File: config.mk
export PLATFORM = sky130hd
export DESIGN_NAME = lrf_frame_sequencer
export DESIGN_NICKNAME = d
export VERILOG_FILES = /design/src/rtl/lrf_frame_sequencer.sv
export SDC_FILE = /design/constraint.sdc
export NUM_CORES = 1
export LEC_CHECK = 0
export CAP_MARGIN = 20
export CORE_UTILIZATION = 30
export DETAILED_ROUTE_END_ITERATION = 12
export GPL_ROUTABILITY_DRIVEN = 0
export PLACE_DENSITY = 0.45
export SYNTH_ARGS = -nofsm -noshare
export SYNTH_HDL_FRONTEND = slang
export SYNTH_SLANG_ARGS = --single-unit
File: constraint.sdc
create_clock -name s_axis_aclk -period 13.75 [get_ports s_axis_aclk]
set_input_delay 4.125 -clock s_axis_aclk [delete_from_list [all_inputs] [get_ports s_axis_aclk]]
set_output_delay 4.125 -clock s_axis_aclk [all_outputs]
set_load 0.03 [all_outputs]
File: src/rtl/lrf_frame_sequencer.sv
// Control sequencer beside the LRF datapath: counts beats/frames, strobes LSU reads,
// and carries per-beat tags through a PIPE_DELAY-deep pipeline to drive write-back and output.
module lrf_frame_sequencer #(
  parameter int PIXELS_PER_BEAT = 16,
  parameter int IMAGE_DIM       = 512,
  parameter int FUSE_COUNT      = 16,
  parameter int PIPE_DELAY      = 10,
  localparam int BEATS = (IMAGE_DIM * IMAGE_DIM) / PIXELS_PER_BEAT,
  localparam int AW    = $clog2(BEATS),
  localparam int FW    = $clog2(FUSE_COUNT)
) (
  input  logic          s_axis_aclk,
  input  logic          s_axis_areset,
  input  logic          start,
  input  logic          s_axis_tvalid,
  input  logic          s_axis_tlast,
  output logic          s_axis_tready,
  input  logic          m_axis_tready,
  output logic          m_axis_tvalid,
  output logic          m_axis_tlast,
  output logic          rd_en,
  output logic [AW-1:0] rd_addr,
  output logic          frame_first,
  output logic          warmup,
  output logic          wr_en,
  output logic [AW-1:0] wr_addr,
  output logic          wr_init,
  output logic [FW-1:0] frame_idx,
  output logic          busy,
  output logic          err_tlast
);

  localparam logic [AW-1:0] LAST_BEAT = AW'(BEATS - 1);
  localparam logic [FW-1:0] EMIT_IDX  = FW'(FUSE_COUNT - 1);
  localparam logic [FW:0]   FULL      = (FW + 1)'(FUSE_COUNT);
  localparam logic [FW:0]   LAST_WARM = (FW + 1)'(FUSE_COUNT - 1);

  typedef enum logic [1:0] {IDLE, WARMUP, STEADY} state_t;

  state_t          state;
  logic [AW-1:0]   beat_cnt;
  logic [FW:0]     frames_seen;
  logic            ce;
  logic            step;
  logic            beat_end;
  logic            frame_end;

  logic [PIPE_DELAY-1:0] vld_p;
  logic [PIPE_DELAY-1:0] emit_p;
  logic [PIPE_DELAY-1:0] last_p;
  logic [PIPE_DELAY-1:0] init_p;
  logic [AW-1:0]         addr_p [PIPE_DELAY];

  assign m_axis_tvalid = vld_p[PIPE_DELAY-1] & emit_p[PIPE_DELAY-1];
  assign m_axis_tlast  = m_axis_tvalid & last_p[PIPE_DELAY-1];
  assign ce            = ~(m_axis_tvalid & ~m_axis_tready);
  assign s_axis_tready = ce & (state != IDLE);
  assign step          = s_axis_tvalid & s_axis_tready;
  assign beat_end      = (beat_cnt == LAST_BEAT);
  // An early tlast closes the frame just like the natural last beat does.
  assign frame_end     = step & (s_axis_tlast | beat_end);

  assign rd_en       = step;
  assign rd_addr     = beat_cnt;
  assign frame_first = step & (frames_seen == '0);
  assign warmup      = step & (frames_seen < FULL);

  assign wr_en   = vld_p[PIPE_DELAY-1] & ce;
  assign wr_addr = vld_p[PIPE_DELAY-1] ? addr_p[PIPE_DELAY-1] : '0;
  assign wr_init = vld_p[PIPE_DELAY-1] & init_p[PIPE_DELAY-1];
  assign busy    = (state != IDLE) | (|vld_p);

  // Control: state, counters, error flag and tag valid bits
  always_ff @(posedge s_axis_aclk) begin
    if (s_axis_areset) begin
      state       <= IDLE;
      beat_cnt    <= '0;
      frame_idx   <= '0;
      frames_seen <= '0;
      err_tlast   <= 1'b0;
      vld_p       <= '0;
    end else begin
      if (state == IDLE && start) begin
        state     <= WARMUP;
        err_tlast <= 1'b0;
      end
      if (step) begin
        if (s_axis_tlast != beat_end) err_tlast <= 1'b1;
        if (frame_end) begin
          beat_cnt  <= '0;
          frame_idx <= frame_idx + FW'(1);
          if (frames_seen != FULL) frames_seen <= frames_seen + (FW + 1)'(1);
          if (state == WARMUP && frames_seen == LAST_WARM) state <= STEADY;
        end else begin
          beat_cnt <= beat_cnt + AW'(1);
        end
      end
      if (ce) begin
        vld_p[0] <= step;
        for (int k = 1; k < PIPE_DELAY; k++) vld_p[k] <= vld_p[k-1];
      end
    end
  end

  // Tag payload: shifts with the valid bits, qualified by them at the head
  always_ff @(posedge s_axis_aclk) begin
    if (ce) begin
      addr_p[0] <= beat_cnt;
      emit_p[0] <= (frame_idx == EMIT_IDX);
      last_p[0] <= s_axis_tlast | beat_end;
      init_p[0] <= frame_first;
      for (int k = 1; k < PIPE_DELAY; k++) begin
        addr_p[k] <= addr_p[k-1];
        emit_p[k] <= emit_p[k-1];
        last_p[k] <= last_p[k-1];
        init_p[k] <= init_p[k-1];
      end
    end
  end

endmodule

# Yosys cells after proc, flatten, opt, wreduce, memory -nomap -nowiden
# Memories as Yosys holds them, arrays and structs flattened.
# Cells that the tools add are included.
[word_totals]
register_bits = 66
latch_bits = 0
ram_bits = 140
romBits = 0
input_bits = 6
out_inout_bits = 42
elab_cells = 52
memories = 1
[classes]
n_addsub = 3
multipliers = 0
div = 0
n_lt_le_gt_ge = 1
n_eq_ne = 6
shifts = 0
muxes = 10
bitwise = 14
n_reduce_logical = 8
[memory_table]
columns = ["name", "depth", "word_bits", "rd", "rd_clocked_by_memory_dff", "write_ports", "line", "source"]
rows = [
  ["addr_p", 10, 14, 10, 0, 10, "52", "logic [AW-1:0] addr_p [PIPE_DELAY];"],
]
[op_table]
columns = ["op", "n"]
rows = [
  ["2-to-1 mux 14 bit", 2],
  ["adder 14 x 1 -> 14 bit (second input constant)", 1],
  ["== test 14 bit (second input constant)", 1],
  ["AND 1 bit", 10],
  ["OR reduction 10 bit", 1],
  ["2-to-1 mux 2 bit", 4],
  ["adder 5 x 1 -> 5 bit (second input constant)", 1],
  ["== test 5 x 4 -> 1 bit (second input constant)", 1],
  ["zero test 5 bit", 1],
  ["less-than comparator 5 bit (second input constant)", 1],
  ["inequality test 5 bit (second input constant)", 1],
  ["adder 4 x 1 -> 4 bit (second input constant)", 1],
  ["== test 4 bit (second input constant)", 1],
  ["2-to-1 mux 1 bit", 4],
  ["AND reduction 3 bit", 1],
  ["== test 2 x 1 -> 1 bit (second input constant)", 1],
  ["logical AND 1 bit", 2],
  ["zero test 2 bit", 1],
  ["inverter 1 bit", 2],
  ["OR 1 bit", 2],
  ["AND reduction 2 bit", 1],
  ["nonzero test 2 bit", 1],
  ["inequality test 1 bit", 1],
]

# Longest topological paths before layout
[logic_depth]
depth_word = 8
ltp_mapped = 8
ltp_nobuf = 8

# Least setup slack after synthesis
# Ideal clock, no wire load.
[synth_timing]
path_kind = "input-to-output"
startpoint = "input port m_axis_tready"
endpoint = "output port wr_en"
arrival_time_ns = 9.921
required_time_ns = 9.625
path_slack_ns = -0.296
stages = 4
n_path_buf = 1
cell_sequence = "and3b_4 > inv_2 > clkbuf_1 > and2_1"
[synth_via]
elab_chain_len = 4
[synth_rtl]
columns = ["item", "line", "source"]
rows = [
  ["start: declaration", "18", "input logic m_axis_tready,"],
  ["inverter 1 bit", "56", "assign ce = ~(m_axis_tvalid & ~m_axis_tready);"],
  ["AND 1 bit", "56", ""],
  ["inverter 1 bit", "56", ""],
  ["AND 1 bit", "68", "assign wr_en = vld_p[PIPE_DELAY-1] & ce;"],
  ["end: declaration", "25", "output logic wr_en,"],
]
# No other way between the ends.

# Final worst setup path
[layout_timing]
startpoint = "input port m_axis_tready"
endpoint = "output port frame_first"
[layout_via]
elab_chain_len = 6
[layout_rtl]
columns = ["item", "line", "source"]
rows = [
  ["inverter 1 bit", "56", ""],
  ["AND 1 bit", "56", ""],
  ["inverter 1 bit", "56", ""],
  ["AND 1 bit", "57", "assign s_axis_tready = ce & (state != IDLE);"],
  ["AND 1 bit", "58", "assign step = s_axis_tvalid & s_axis_tready;"],
  ["AND 1 bit", "65", "assign frame_first = step & (frames_seen == '0);"],
  ["end: declaration", "23", "output logic frame_first,"],
]
# No other way between the ends.

==> results.py <==
metrics = {
    "routing": {
        "route.detailed.drc": 0,
        "wl_mm": 9.48,
        "ant_nets": 0,
        "via_count": 3213,
        "drt-initial-drc-count": 170,
        "vias_per_cell": 4.26,
        "post_drt_wl_per_cell_um": 12.6,
        "drt-pass1-iter-count": 5,
    },
    "worst_setup_path": {
        "critical_path.max_fanout": 89,
        "criticalPathCategory": "input port to primary output",
        "setup.worst_path.start": "m_axis_tready",
        "endpoint_kind": "primary output",
        "reg2reg_to": "rd_addr[4]",
        "worstPathRequired_ns": 9.62,
        "worst_ep_arrival_time_ns": 6.90,
        "cp-start-kind": "input port",
        "reg2reg_depth": 8,
        "regToRegSetupSlack_ns": 10.89,
        "crit_path_end": "frame_first",
        "reg2reg_from": "rd_addr[9]",
    },
    "global_route": {
        "grt_pass1_vias": 3120,
        "grt_start_max_net_pins": 97,
        "grt_busiest_layer": "met2",
        "grt_use_met1_pct": 10.2,
        "use_met3_pct": 2.48,
        "grtUsageTotal_pct": 7.91,
        "grt_pass1_wl_mm": 15.2,
        "antenna_found_initial": 0,
        "grt-ovfl-total": 0,
        "met2_usage_pct": 12.4,
    },
    "timing": {
        "finalHoldViolCount": 0,
        "rsz0062_at_grt": "false",
        "finalSetupTns_ns": 0,
        "setup_ws_ns": 2.73,
        "drv_slew": 0,
        "worst_pin_slew_ns": 0.948,
        "period_needed_ns": 11.02,
        "finalClockSkew_ns": 0.00480,
        "finalCritPeriodShare_pct": 80.2,
        "slew_headroom_pct": 36.4,
        "setup_viol": 0,
        "fmax_ghz": 0.0907,
    },
    "finish": {
        "area_delta_synth_final_pct": 21.9,
        "final_nets": 466,
        "nFillCells": 2104,
        "antenna_cells": 0,
        "drive_gt1_share_pct": 8.72,
    },
    "place": {
        "place_ws_ns": 2.75,
        "port_buffers": 47,
        "dp_hpwl_mm": 5.20,
    },
    "power_and_ir_drop": {
        "switchingPower_uw": 232,
        "design_power_total_uw": 1250,
        "pwr-share-clk_pct": 44.2,
        "leakagePower_uw": 0.00322,
        "seqPwrFrac_pct": 54.3,
        "p_per_area_nw_per_um2": 148,
        "swShare_pct": 18.5,
        "power_frac_comb_pct": 1.5,
        "ir_drop_mv": 0.0677,
        "p_int_uw": 1020,
    },
    "die": {
        "ios": 48,
        "rows": 55,
        "die_h_um": 154,
        "die_area_um2": 23700,
        "initial_core_util_pct": 30.6,
        "fp.coreArea_um2": 22600,
        "die_width_um": 154,
    },
    "cts": {
        "cts_root_buffer": "clkbuf_16",
        "cts_tree": "done",
        "post_cts_buffers": 0,
        "clk_path_buf_depth": 3,
        "postCtsHoldBufs": 0,
        "cts.clk_slew.worst_paths_ns": 0.06,
        "cts_resized": 0,
        "cts-htree-levels": 1,
        "clock_sinks": 206,
        "cts_buffers": 22,
        "clock_latency_ns": 0.48,
    },
    "logic_synthesis": {
        "yosysWarnings": 0,
        "async_flop_share_pct": 0,
        "synth_top_area_share_pct": 73.7,
        "netlist_area_um2": 6920,
        "synth_cell_types": 41,
        "synth-edff-count": 170,
        "syn_nets": 401,
        "ys_seq_area_share_pct": 84.1,
        "yosys-top-cells-count": "edfxtp_1, dfxtp_1, nand2_1",
        "synth_seq_cells": 206,
        "synthTopCellsByArea": "edfxtp_1, dfxtp_1, and2_1",
        "yosysTopAreaCell": "edfxtp_1",
        "syn-instance-count": 389,
        "avgSynthCellArea_um2": 17.8,
        "ys.flop_type": "edfxtp_1",
        "synth.most_common_cell": "edfxtp_1",
    },
    "hold_path": {
        "hp-start": "addr_p[2][2]",
        "hp-class": "flip-flop to flip-flop",
    },
    "job": {
        "max_cap_viol_count": 0,
    },
    "outcome": {
        "status": "finished, final reports clean",
    },
}
stage by stage:
stage / hold slack, ns / cell area, um^2 / utilization (%) / instances
floorplan: 0.400 / 6930 / - / 389
global placement: 0.400 / 7720 / 34.1 / 714
detailed placement: 0.405 / 7720 / 34.1 / 714
CTS: 0.407 / 8410 / 37.2 / 754
global route: 0.415 / 8440 / 37.3 / 755
finish: 0.412 / 8440 / 37.3 / 755
worst min-delay path by stage:
stage / to / slack [ns] / depth (start not counted)
final: addr_p[3][2] / 0.41 / 0
after global routing: addr_p[3][2] / 0.41 / 0
after CTS: addr_p[3][2] / 0.41 / 0
after detailed placement: addr_p[1][10] / 0.40 / 0
after global placement: addr_p[6][3] / 0.40 / 0
after floorplan: addr_p[1][0] / 0.40 / 0
layer usage:
layer  vias up  part of all wire (%)
met1      1532                    47
met5         -                     0
met2        77                    45
li1       1586                     -
met3        18                   5.6
met4         0                   2.5
cell type report:
type                            count  area, um^2  share of cell area, %
Sequential cell                   206        5830                   69.0
Inverter                           11        46.3                  0.548
Multi-Input combinational cell    164        1020                   12.0
Timing Repair Buffer               49         505                   5.99
Clock inverter                      8        61.3                  0.726
Clock buffer                       32         629                   7.46
Tap cell                          285         357                   4.22
sequential cells by signal (all words and copies together) (netlist names):
register / count
err_tlast: 1
frame_idx: 4
last_p: 10
state: 2
emit_p: 10
frames_seen: 5
rd_addr: 14
addr_p: 140
vld_p: 10
init_p: 10
power by group through the flow:
| stage | registers, uW | clock network, uW | logic (uW) |
|---|---|---|---|
| global placement | 691 | 0 | 18.2 |
| global route | 679 | 599 | 19.7 |
| detailed placement | 692 | 0 | 18.4 |
| CTS | 679 | 576 | 18.5 |
| floorplan | 692 | 0 | 10.2 |
| finish | 679 | 553 | 18.2 |
placed cells by master (no fill, tap or decap), types with 8 or more instances in the layout:
cell type	instances
xnor2_1	8
nor2_1	21
clkbuf_16	23
edfxtp_1	170
a21oi_1	21
dfxtp_1	36
inv_1	10
nand2_1	27
o21ai_0	9
and2_1	19
clkdlybuf4s50_1	47
critical path, cell delays in order:
cell and delay (ns):
clkdlybuf4s50_1 0.45, and3b_4 0.30, inv_6 0.58, nand2_1 0.27, nor2_1 0.21, and3_1 0.21
clkdlybuf4s50_1 0.68
kinds of logic after synthesis:
family / Yosys count / synth area share (%)
multiplexers: 2 / 0.289
adder cells (fa/ha/maj): 6 / 1.08
XOR/XNOR: 10 / 1.26
flip-flops: 206 / 84.1
AND/OR/NAND/NOR: 109 / 8.96
AO/OA/AOI/OAI: 37 / 3.09
buffers and inverters: 19 / 1.17
Note: power is estimated with default switching activity, not from simulation.
